[src/rtl/spi_pkg.sv]
// Register map, bit positions and FSM encodings shared by the
// SPI flash read sequencer and its per-byte bus engine.
package spi_pkg;
    localparam logic [31:0] REG_STATUS  = 32'h0;
    localparam logic [31:0] REG_CONTROL = 32'h4;
    localparam logic [31:0] REG_DATA    = 32'h8;

    localparam int ST_FIN  = 0;
    localparam int ST_BUSY = 1;
    localparam int CTL_GO  = 0;
    localparam int CTL_CS  = 1;

    typedef enum logic [2:0] {
        PH_IDLE, PH_CMD, PH_ADR, PH_DAT, PH_OUT, PH_REL
    } phase_e;

    typedef enum logic [2:0] {
        BS_LOAD, BS_GO, BS_WFIN, BS_CLR, BS_WIDLE, BS_READ
    } step_e;

    function automatic logic [31:0] ctl_word(
        input logic [29:0] div,
        input logic        cs,
        input logic        go
    );
        logic [31:0] w;
        w         = {div, 2'b00};
        w[CTL_CS] = cs;
        w[CTL_GO] = go;
        return w;
    endfunction
endpackage

[src/rtl/spi_byte_xfer.sv]
// One SPI byte exchange as a chain of controller bus ops:
// LOAD, GO, WFIN, CLR, WIDLE, READ.
module spi_byte_xfer
    import spi_pkg::*;
#(
    parameter logic [31:0] SPI_BASE = 32'hd000
) (
    input  logic        clk,
    input  logic        rst,
    input  logic        go,
    input  logic [7:0]  tx_byte,
    input  logic [29:0] clkdiv,
    output logic [7:0]  rx_byte,
    output logic        ack,
    output logic [31:0] m_addr,
    output logic [31:0] m_wdata,
    output logic [3:0]  m_wmask,
    output logic        m_wen,
    output logic        m_ren,
    input  logic [31:0] m_rdata,
    input  logic        m_ready
);
    step_e st_q, st_d;
    logic  unused_rdata;

    assign unused_rdata = ^{m_rdata[31:16], m_rdata[7:2]};
    assign rx_byte      = m_rdata[15:8];

    always_ff @(posedge clk) begin
        if (rst) st_q <= BS_LOAD;
        else     st_q <= st_d;
    end

    // LOAD doubles as the idle state so back-to-back bytes have no gap
    always_comb begin
        st_d    = st_q;
        ack     = 1'b0;
        m_addr  = '0;
        m_wdata = '0;
        m_wmask = '0;
        m_wen   = 1'b0;
        m_ren   = 1'b0;
        unique case (st_q)
            BS_LOAD: if (go) begin
                m_addr  = SPI_BASE + REG_DATA;
                m_wdata = {24'h0, tx_byte};
                m_wmask = 4'b0001;
                m_wen   = 1'b1;
                if (m_ready) st_d = BS_GO;
            end
            BS_GO: begin
                m_addr  = SPI_BASE + REG_CONTROL;
                m_wdata = ctl_word(clkdiv, 1'b1, 1'b1);
                m_wmask = 4'hf;
                m_wen   = 1'b1;
                if (m_ready) st_d = BS_WFIN;
            end
            BS_WFIN: begin
                m_addr = SPI_BASE + REG_STATUS;
                m_ren  = 1'b1;
                if (m_ready && m_rdata[ST_FIN]) st_d = BS_CLR;
            end
            BS_CLR: begin
                m_addr  = SPI_BASE + REG_CONTROL;
                m_wdata = ctl_word(clkdiv, 1'b1, 1'b0);
                m_wmask = 4'hf;
                m_wen   = 1'b1;
                if (m_ready) st_d = BS_WIDLE;
            end
            BS_WIDLE: begin
                m_addr = SPI_BASE + REG_STATUS;
                m_ren  = 1'b1;
                if (m_ready && !m_rdata[ST_BUSY]) st_d = BS_READ;
            end
            BS_READ: begin
                m_addr = SPI_BASE + REG_DATA;
                m_ren  = 1'b1;
                if (m_ready) begin
                    ack  = 1'b1;
                    st_d = BS_LOAD;
                end
            end
            default: st_d = BS_LOAD;
        endcase
    end
endmodule

[src/rtl/spi_flash_read_seq.sv]
// Flash read sequencer: command, address and dummy bytes through the
// SPI controller, with received data bytes on a valid/ready stream.
module spi_flash_read_seq
    import spi_pkg::*;
#(
    parameter logic [31:0] SPI_BASE   = 32'hd000,
    parameter int          ADDR_BYTES = 3,
    parameter int          LEN_W      = 16
) (
    input  logic             clk,
    input  logic             rst,
    input  logic             start,
    input  logic [7:0]       cmd,
    input  logic [31:0]      flash_addr,
    input  logic [LEN_W-1:0] len,
    input  logic [29:0]      clkdiv,
    output logic             busy,
    output logic             done,
    output logic [7:0]       rx_data,
    output logic             rx_valid,
    input  logic             rx_ready,
    output logic [31:0]      m_addr,
    output logic [31:0]      m_wdata,
    output logic [3:0]       m_wmask,
    output logic             m_wen,
    output logic             m_ren,
    input  logic [31:0]      m_rdata,
    input  logic             m_ready
);
    phase_e           ph_q, ph_d;
    logic [LEN_W-1:0] len_q, len_d;
    logic [31:0]      adr_q, adr_d;
    logic [1:0]       an_q, an_d;
    logic [7:0]       cmd_q, cmd_d;
    logic [7:0]       rxd_q, rxd_d;
    logic             rxv_q, rxv_d;
    logic             busy_q, busy_d;
    logic             done_q, done_d;

    logic             x_go, x_ack, x_wen, x_ren;
    logic [7:0]       x_tx, x_rx;
    logic [31:0]      x_addr, x_wdata;
    logic [3:0]       x_wmask;

    spi_byte_xfer #(.SPI_BASE(SPI_BASE)) u_xfer (
        .clk     (clk),
        .rst     (rst),
        .go      (x_go),
        .tx_byte (x_tx),
        .clkdiv  (clkdiv),
        .rx_byte (x_rx),
        .ack     (x_ack),
        .m_addr  (x_addr),
        .m_wdata (x_wdata),
        .m_wmask (x_wmask),
        .m_wen   (x_wen),
        .m_ren   (x_ren),
        .m_rdata (m_rdata),
        .m_ready (m_ready)
    );

    assign busy     = busy_q;
    assign done     = done_q;
    assign rx_data  = rxd_q;
    assign rx_valid = rxv_q;

    // Reset lands in RELEASE so an aborted transfer never leaves CS asserted
    always_ff @(posedge clk) begin
        if (rst) begin
            ph_q   <= PH_REL;
            len_q  <= '0;
            adr_q  <= '0;
            an_q   <= '0;
            cmd_q  <= '0;
            rxd_q  <= '0;
            rxv_q  <= 1'b0;
            busy_q <= 1'b0;
            done_q <= 1'b0;
        end else begin
            ph_q   <= ph_d;
            len_q  <= len_d;
            adr_q  <= adr_d;
            an_q   <= an_d;
            cmd_q  <= cmd_d;
            rxd_q  <= rxd_d;
            rxv_q  <= rxv_d;
            busy_q <= busy_d;
            done_q <= done_d;
        end
    end

    always_comb begin
        ph_d   = ph_q;
        len_d  = len_q;
        adr_d  = adr_q;
        an_d   = an_q;
        cmd_d  = cmd_q;
        rxd_d  = rxd_q;
        rxv_d  = rxv_q;
        busy_d = busy_q;
        done_d = 1'b0;
        x_go   = 1'b0;
        x_tx   = 8'h00;
        if (rxv_q && rx_ready) rxv_d = 1'b0;
        unique case (ph_q)
            PH_IDLE: if (start) begin
                ph_d   = PH_CMD;
                busy_d = 1'b1;
                len_d  = len;
                cmd_d  = cmd;
                adr_d  = flash_addr << (8 * (4 - ADDR_BYTES));
                an_d   = 2'(ADDR_BYTES - 1);
            end
            PH_CMD: begin
                x_go = 1'b1;
                x_tx = cmd_q;
                if (x_ack) ph_d = PH_ADR;
            end
            PH_ADR: begin
                x_go = 1'b1;
                x_tx = adr_q[31:24];
                if (x_ack) begin
                    adr_d = adr_q << 8;
                    an_d  = an_q - 2'd1;
                    if (an_q == 2'd0)
                        ph_d = (len_q == '0) ? PH_REL : PH_DAT;
                end
            end
            PH_DAT: begin
                x_go = 1'b1;
                if (x_ack) begin
                    rxd_d = x_rx;
                    rxv_d = 1'b1;
                    len_d = len_q - LEN_W'(1);
                    ph_d  = PH_OUT;
                end
            end
            PH_OUT: if (rxv_q && rx_ready) begin
                ph_d = (len_q == '0) ? PH_REL : PH_DAT;
            end
            PH_REL: if (m_ready) begin
                ph_d   = PH_IDLE;
                done_d = busy_q;
                busy_d = 1'b0;
            end
            default: ph_d = PH_REL;
        endcase
    end

    always_comb begin
        m_addr  = x_addr;
        m_wdata = x_wdata;
        m_wmask = x_wmask;
        m_wen   = x_wen;
        m_ren   = x_ren;
        if (ph_q == PH_REL) begin
            m_addr  = SPI_BASE + REG_CONTROL;
            m_wdata = ctl_word(clkdiv, 1'b0, 1'b0);
            m_wmask = 4'hf;
            m_wen   = 1'b1;
            m_ren   = 1'b0;
        end
        if (rst) begin
            m_addr  = '0;
            m_wdata = '0;
            m_wmask = '0;
            m_wen   = 1'b0;
            m_ren   = 1'b0;
        end
    end
endmodule

[config.mk]
export PLATFORM = sky130hd
export DESIGN_NAME = spi_flash_read_seq
export DESIGN_NICKNAME = d
export VERILOG_FILES = /design/src/rtl/spi_pkg.sv /design/src/rtl/spi_byte_xfer.sv /design/src/rtl/spi_flash_read_seq.sv
export SDC_FILE = /design/constraint.sdc
export NUM_CORES = 1
export LEC_CHECK = 0
export CAP_MARGIN = 20
export CORE_ASPECT_RATIO = 0.9
export CORE_MARGIN = 2
export CORE_UTILIZATION = 40
export CTS_CLUSTER_SIZE = 16
export DETAILED_ROUTE_END_ITERATION = 8
export PLACE_DENSITY = 0.84
export SLEW_MARGIN = 20
export SYNTH_ARGS = -nofsm -noshare
export SYNTH_HDL_FRONTEND = slang
export SYNTH_SLANG_ARGS = --single-unit
[constraint.sdc]
create_clock -name clk -period 2.45 [get_ports clk]
set_clock_uncertainty 0.1 [all_clocks]
set_input_delay 0.245 -clock clk [delete_from_list [all_inputs] [get_ports clk]]
set_output_delay 0.245 -clock clk [all_outputs]
set_load 0.01 [all_outputs]
After elaboration in Yosys (flattened, before gate mapping)
Index checks and enable logic that the tools add are counted.
{"block": "totals", "register_bits": 75, "word_cells": 115, "out_inout_bits": 81, "input_bits": 123}
{"block": "classes", "addsub": 2, "eq_ne": 24, "n_mux": 54, "n_reduce_logical": 23, "bitwise": 2}
{"cell": "two-way mux 32 bit", "n": 6}
{"cell": "one-hot mux 32 bit (4 select lines)", "n": 1}
{"cell": "one-hot mux 32 bit (3 select lines)", "n": 1}
{"cell": "one-hot mux 32 bit (2 select lines)", "n": 1}
{"cell": "two-way mux 16 bit", "n": 3}
{"cell": "two-way mux 3 bit", "n": 14}
{"cell": "one-hot mux 3 bit (6 select lines)", "n": 2}
{"cell": "one-hot mux 16 bit (2 select lines)", "n": 1}
{"cell": "logical NOT 16 bit", "n": 1}
{"cell": "!= test 2 bit (second input constant)", "n": 8}
{"cell": "one-hot mux 8 bit (2 select lines)", "n": 1}
{"cell": "subtractor 16 x 1 -> 16 bit (second input constant)", "n": 1}
{"cell": "two-way mux 1 bit", "n": 15}
{"cell": "AND reduction 7 bit", "n": 2}
{"cell": "== test 3 x 2 -> 1 bit (second input constant)", "n": 4}
{"cell": "== test 3 bit (second input constant)", "n": 4}
{"cell": "!= test 2 x 1 -> 1 bit (second input constant)", "n": 6}
{"cell": "AND reduction 3 bit", "n": 3}
{"cell": "OR reduction 3 bit", "n": 3}
{"cell": "two-way mux 4 bit", "n": 2}
{"cell": "two-way mux 8 bit", "n": 1}
{"cell": "one-hot mux 4 bit (2 select lines)", "n": 1}
{"cell": "== test 3 x 1 -> 1 bit (second input constant)", "n": 2}
{"cell": "logical NOT 3 bit", "n": 2}
{"cell": "other kinds (11)", "n": 20}

Logic depth before layout (Yosys ltp)
{"block": "logic_depth", "word_depth": 7, "mapped_depth": 8, "ltp_nobuf": 7}

By module
From an unflattened synthesis, not the netlist that was laid out.
{"block": "hier_totals", "cells_unflattened": 673, "hier_area_um2": 4772.1}
{"module": "spi_flash_read_seq", "seq_area_each_um2": 1281.2, "area_per_inst_um2": 3885.0, "n_inst": 1, "cells_per_inst": 555}
{"module": "spi_byte_xfer", "seq_area_each_um2": 60.1, "area_per_inst_um2": 887.1, "n_inst": 1, "cells_per_inst": 118}

Worst setup path before layout
Ideal clock, no wire load.
{"block": "synth_timing", "kind": "register -> output", "from": "register ph_q[0]", "to": "output m_wdata[22]", "arrival_ns": 1.568, "path_slack_ns": 0.537, "path_stages_with_launch": 7, "t_required_ns": 2.105, "cell_sequence": "dfxtp_1 -> nor2b_1 -> buf_2 -> nand2_1 -> a21oi_1 -> clkbuf_1 -> and2_1"}
{"block": "synth_via", "elab_chain_len": 3}
{"item": "from (decl)", "line_no": "spi_flash_read_seq.sv:30", "text": "phase_e ph_q, ph_d;"}
{"item": "from (signal assigned)", "line_no": "spi_flash_read_seq.sv:80", "text": "ph_q <= ph_d;"}
{"item": "== test 3 bit", "line_no": "spi_flash_read_seq.sv:156", "text": "if (ph_q == PH_REL) begin"}
{"item": "two-way mux 32 bit", "line_no": "spi_flash_read_seq.sv:156"}
{"item": "two-way mux 32 bit", "line_no": "spi_flash_read_seq.sv:163", "text": "if (rst) begin"}
{"item": "to (decl)", "line_no": "spi_flash_read_seq.sv:23", "text": "output logic [31:0] m_wdata,"}
Every way passes these cells.

Worst setup path in the final report
Ends and elaborated chain as after synthesis.

==> metrics <==
outcome=completed; Yosys warning count=0; crit start category=flop; Crit Reg-Reg Endpoint=len_q[10]; Synth Instances=520; CTS max path bufs=2; Bufs and invs on worst path=2; Arrival @ worst endpoint=2.05 ns; Clock Sinks=67; wire length of the first global-routing pass=18.3 mm; clk slew on worst S/H paths=0.07 ns; Area Growth Syn to Fin=48.9%; die width=108 um; Netlist cell types=56; most frequent cells in the layout=clkdlybuf4s50_1 (126), nand2_1 (96), dfxtp_1 (63); Die Ht=97.4 um; DRC violations left=0; CP delay by family, top=buffers and inverters; hold wc startpoint=rst; share of layout cells above drive strength 1=11.0%; antenna diode instance count=0; worst hold margin=0.139 ns; final core occ=60.5%; crit end category=output port; Reg power frac=29.8%; worst reg2reg path depth=7; CP startpoint=ph_q[0]; final hold vios=0; cell area power density=757 nW/um^2; initial antenna violation count=0; Initial DRT Pass Iterations=5; worst r2r src=len_q[0]; hold path cells=2; NetSw=1.54 mW; Max stage delay cell, worst path=clkdlybuf4s50_1; Async SR Flop Fraction=0%; worst-path maximum fanout=7; hpwl dp=8.29 mm; worst-margin pin slew=0.621 ns; die area=10500 um^2; Peak supply drop=0.347 mV; leading cell type in the layout, fill and taps excluded=clkdlybuf4s50_1; Final Slew Violations=0; CTS root buf=clkbuf_8; GRT Resource Usage Total=21.4%; Comb power frac=45.6%; Syn Area/Cell=7.45 um^2; pre-CTS setup slack=0.143 ns; routed len/inst=14.4 um; initial DRC count=221; drt via density=5.22; Setup Total Neg Slack=0 ns; period utilization=97.9%; CTS tree=done; switching fraction of total power=35.3%; worst-skew pair later-pin latency=0.34 ns; hold buffers post-CTS=0; Clock Power Share=24.6%; CTS H-tree depth=3; fin crit period=2.40 ns; IO Count=204; DR vias=4154; # rows=34; total CTS buffers=9; Int Pwr=2.82 mW; Fmax=0.417 GHz; critical path class=flop to output port; Slew headroom=58.6%; critical path, cell by cell=nor2b_4 -> nand2_4 -> a21oi_4 -> buf_4 -> and2_1 -> clkdlybuf4s50_1; Post-synth EDFFs=0; pin count of the biggest net entering global routing=58; Seq/Total Area, Yosys=34.6%; Final GP Congestion=0.887; Hold Path End=u_xfer.st_q[0]; top_reg_cell synth=dfxtp_1; Post-DRT Antenna Nets=0; Crit path largest cell delay=0.53 ns; Mapped Area=3870 um^2; fin cells=796; initial core utilization=40.7%; Final Setup Violations=0; Core Region=9530 um^2; grt total ovfl=0; Placed Instances=773; number of global-route vias before repair=3934; Max Cap Violations=0; leak pwr=2.36 nW; Seq cells post-synth=67; RSZ-0062 raised after global routing=yes; WL final=11.5 mm; reg-to-reg slack, setup=0.31 ns; Buffers on Ports=146; Hold Crit Class=input port to flop; final setup margin=0.0509 ns; WP data required=2.11 ns; Nets=790
sequential cells by signal, summed over array words and instances, names as in the netlist:
signal / flops
adr_q: 24
an_q: 2
busy: 1
cmd_q: 8
done: 1
len_q: 16
ph_q: 3
rx_data: 8
rx_valid: 1
u_xfer.st_q: 3
through the flow:
step                      power [mW]  instance area [um^2]
after detailed placement        3.15                  5400
after floorplan                 2.41                  3970
after CTS                       4.30                  5680
after global routing            4.63                  5770
final                           4.37                  5770
after global placement          3.09                  5400
worst max-delay path by stage:
| stage | end | cells after the start | slack [ns] |
|---|---|---|---|
| after CTS | m_wdata[1] | 6 | 0.006 |
| after global placement | m_wdata[2] | 7 | 0.17 |
| after detailed placement | m_wdata[3] | 7 | 0.14 |
| after floorplan | m_wdata[22] | 6 | 0.54 |
| final | m_wdata[22] | 6 | 0.05 |
| after global routing | m_wdata[22] | 6 | -0.02 |
cell type report:
cell class / instances / area [um^2]
sequential: 67 / 1350
clock buffer: 11 / 151
timing repair buffer: 180 / 1770
clock inverter: 5 / 82.6
multi-input combinational: 400 / 2230
fill: 850 / 3760
tap: 126 / 158
inverter: 7 / 26.3
synthesized netlist by cell type (3+ instances only):
| cell | count | share of area, % |
|---|---|---|
| nand2_1 | 98 | 9.5 |
| dfxtp_1 | 67 | 35 |
| nor2_1 | 48 | 4.7 |
| a21oi_1 | 45 | 5.8 |
| buf_4 | 34 | 6.6 |
| and2_1 | 25 | 4.0 |
| clkbuf_1 | 22 | 2.1 |
| a311oi_1 | 17 | 3.8 |
| a22o_1 | 15 | 3.4 |
| buf_2 | 14 | 1.8 |
| nand3_1 | 13 | 1.7 |
| o21ai_1 | 11 | 1.4 |
| nor3_1 | 10 | 1.3 |
| o21ai_0 | 10 | 1.3 |
| a22oi_1 | 7 | 1.4 |
| inv_1 | 7 | 0.68 |
| nor4_1 | 6 | 0.97 |
| nand2b_1 | 5 | 0.81 |
| a211oi_1 | 4 | 0.78 |
| o31ai_1 | 4 | 0.78 |
| or3_1 | 4 | 0.65 |
| a31oi_1 | 3 | 0.48 |
| nand3b_1 | 3 | 0.58 |
| nand4_1 | 3 | 0.48 |
| nor2b_1 | 3 | 0.48 |
| nor3b_1 | 3 | 0.58 |
repair_timing:
action	CTS	global route
setup buffers	3	2
endpoints found under the setup margin	33	31
cloned	1	1
pin swaps	1	2
gates resized for setup	15	24
power groups by stage:
stage / clock (mW) / sequential, mW / combinational [mW]
6_report: 1.07 / 1.30 / 1.99
5_1_grt: 1.14 / 1.32 / 2.18
4_1_cts: 1.09 / 1.29 / 1.92
3_5_place_dp: 0 / 1.31 / 1.84
3_3_place_gp: 0 / 1.30 / 1.79
2_1_floorplan: 0 / 1.27 / 1.14
layer usage:
metal	GRT usage (%)	wire length, um	share of wire [%]	vias up
met5	0	0	0	-
met4	8.88	253	2.2	0
met3	4.16	915	8.0	20
met2	35.4	5530	48	188
met1	27.0	4790	42	1894
li1	-	-	-	2052
logic make-up (layout without fill, tap and decap cells):
family                     count (synthesis)  after routing  synth area share, %
adders and majority gates                  2              2                0.646
muxes                                      3              3                0.807
xor gates and xnor gates                   1              1                0.226
other                                      1             27               0.0968
and+or+nand+nor                          234            234                 29.0
DFF                                       67             67                 34.6
AOI/OAI and AO/OA                        133            133                 23.0
buffers and inverters                     79            203                 11.6
Power figures use the tool's default switching activity.
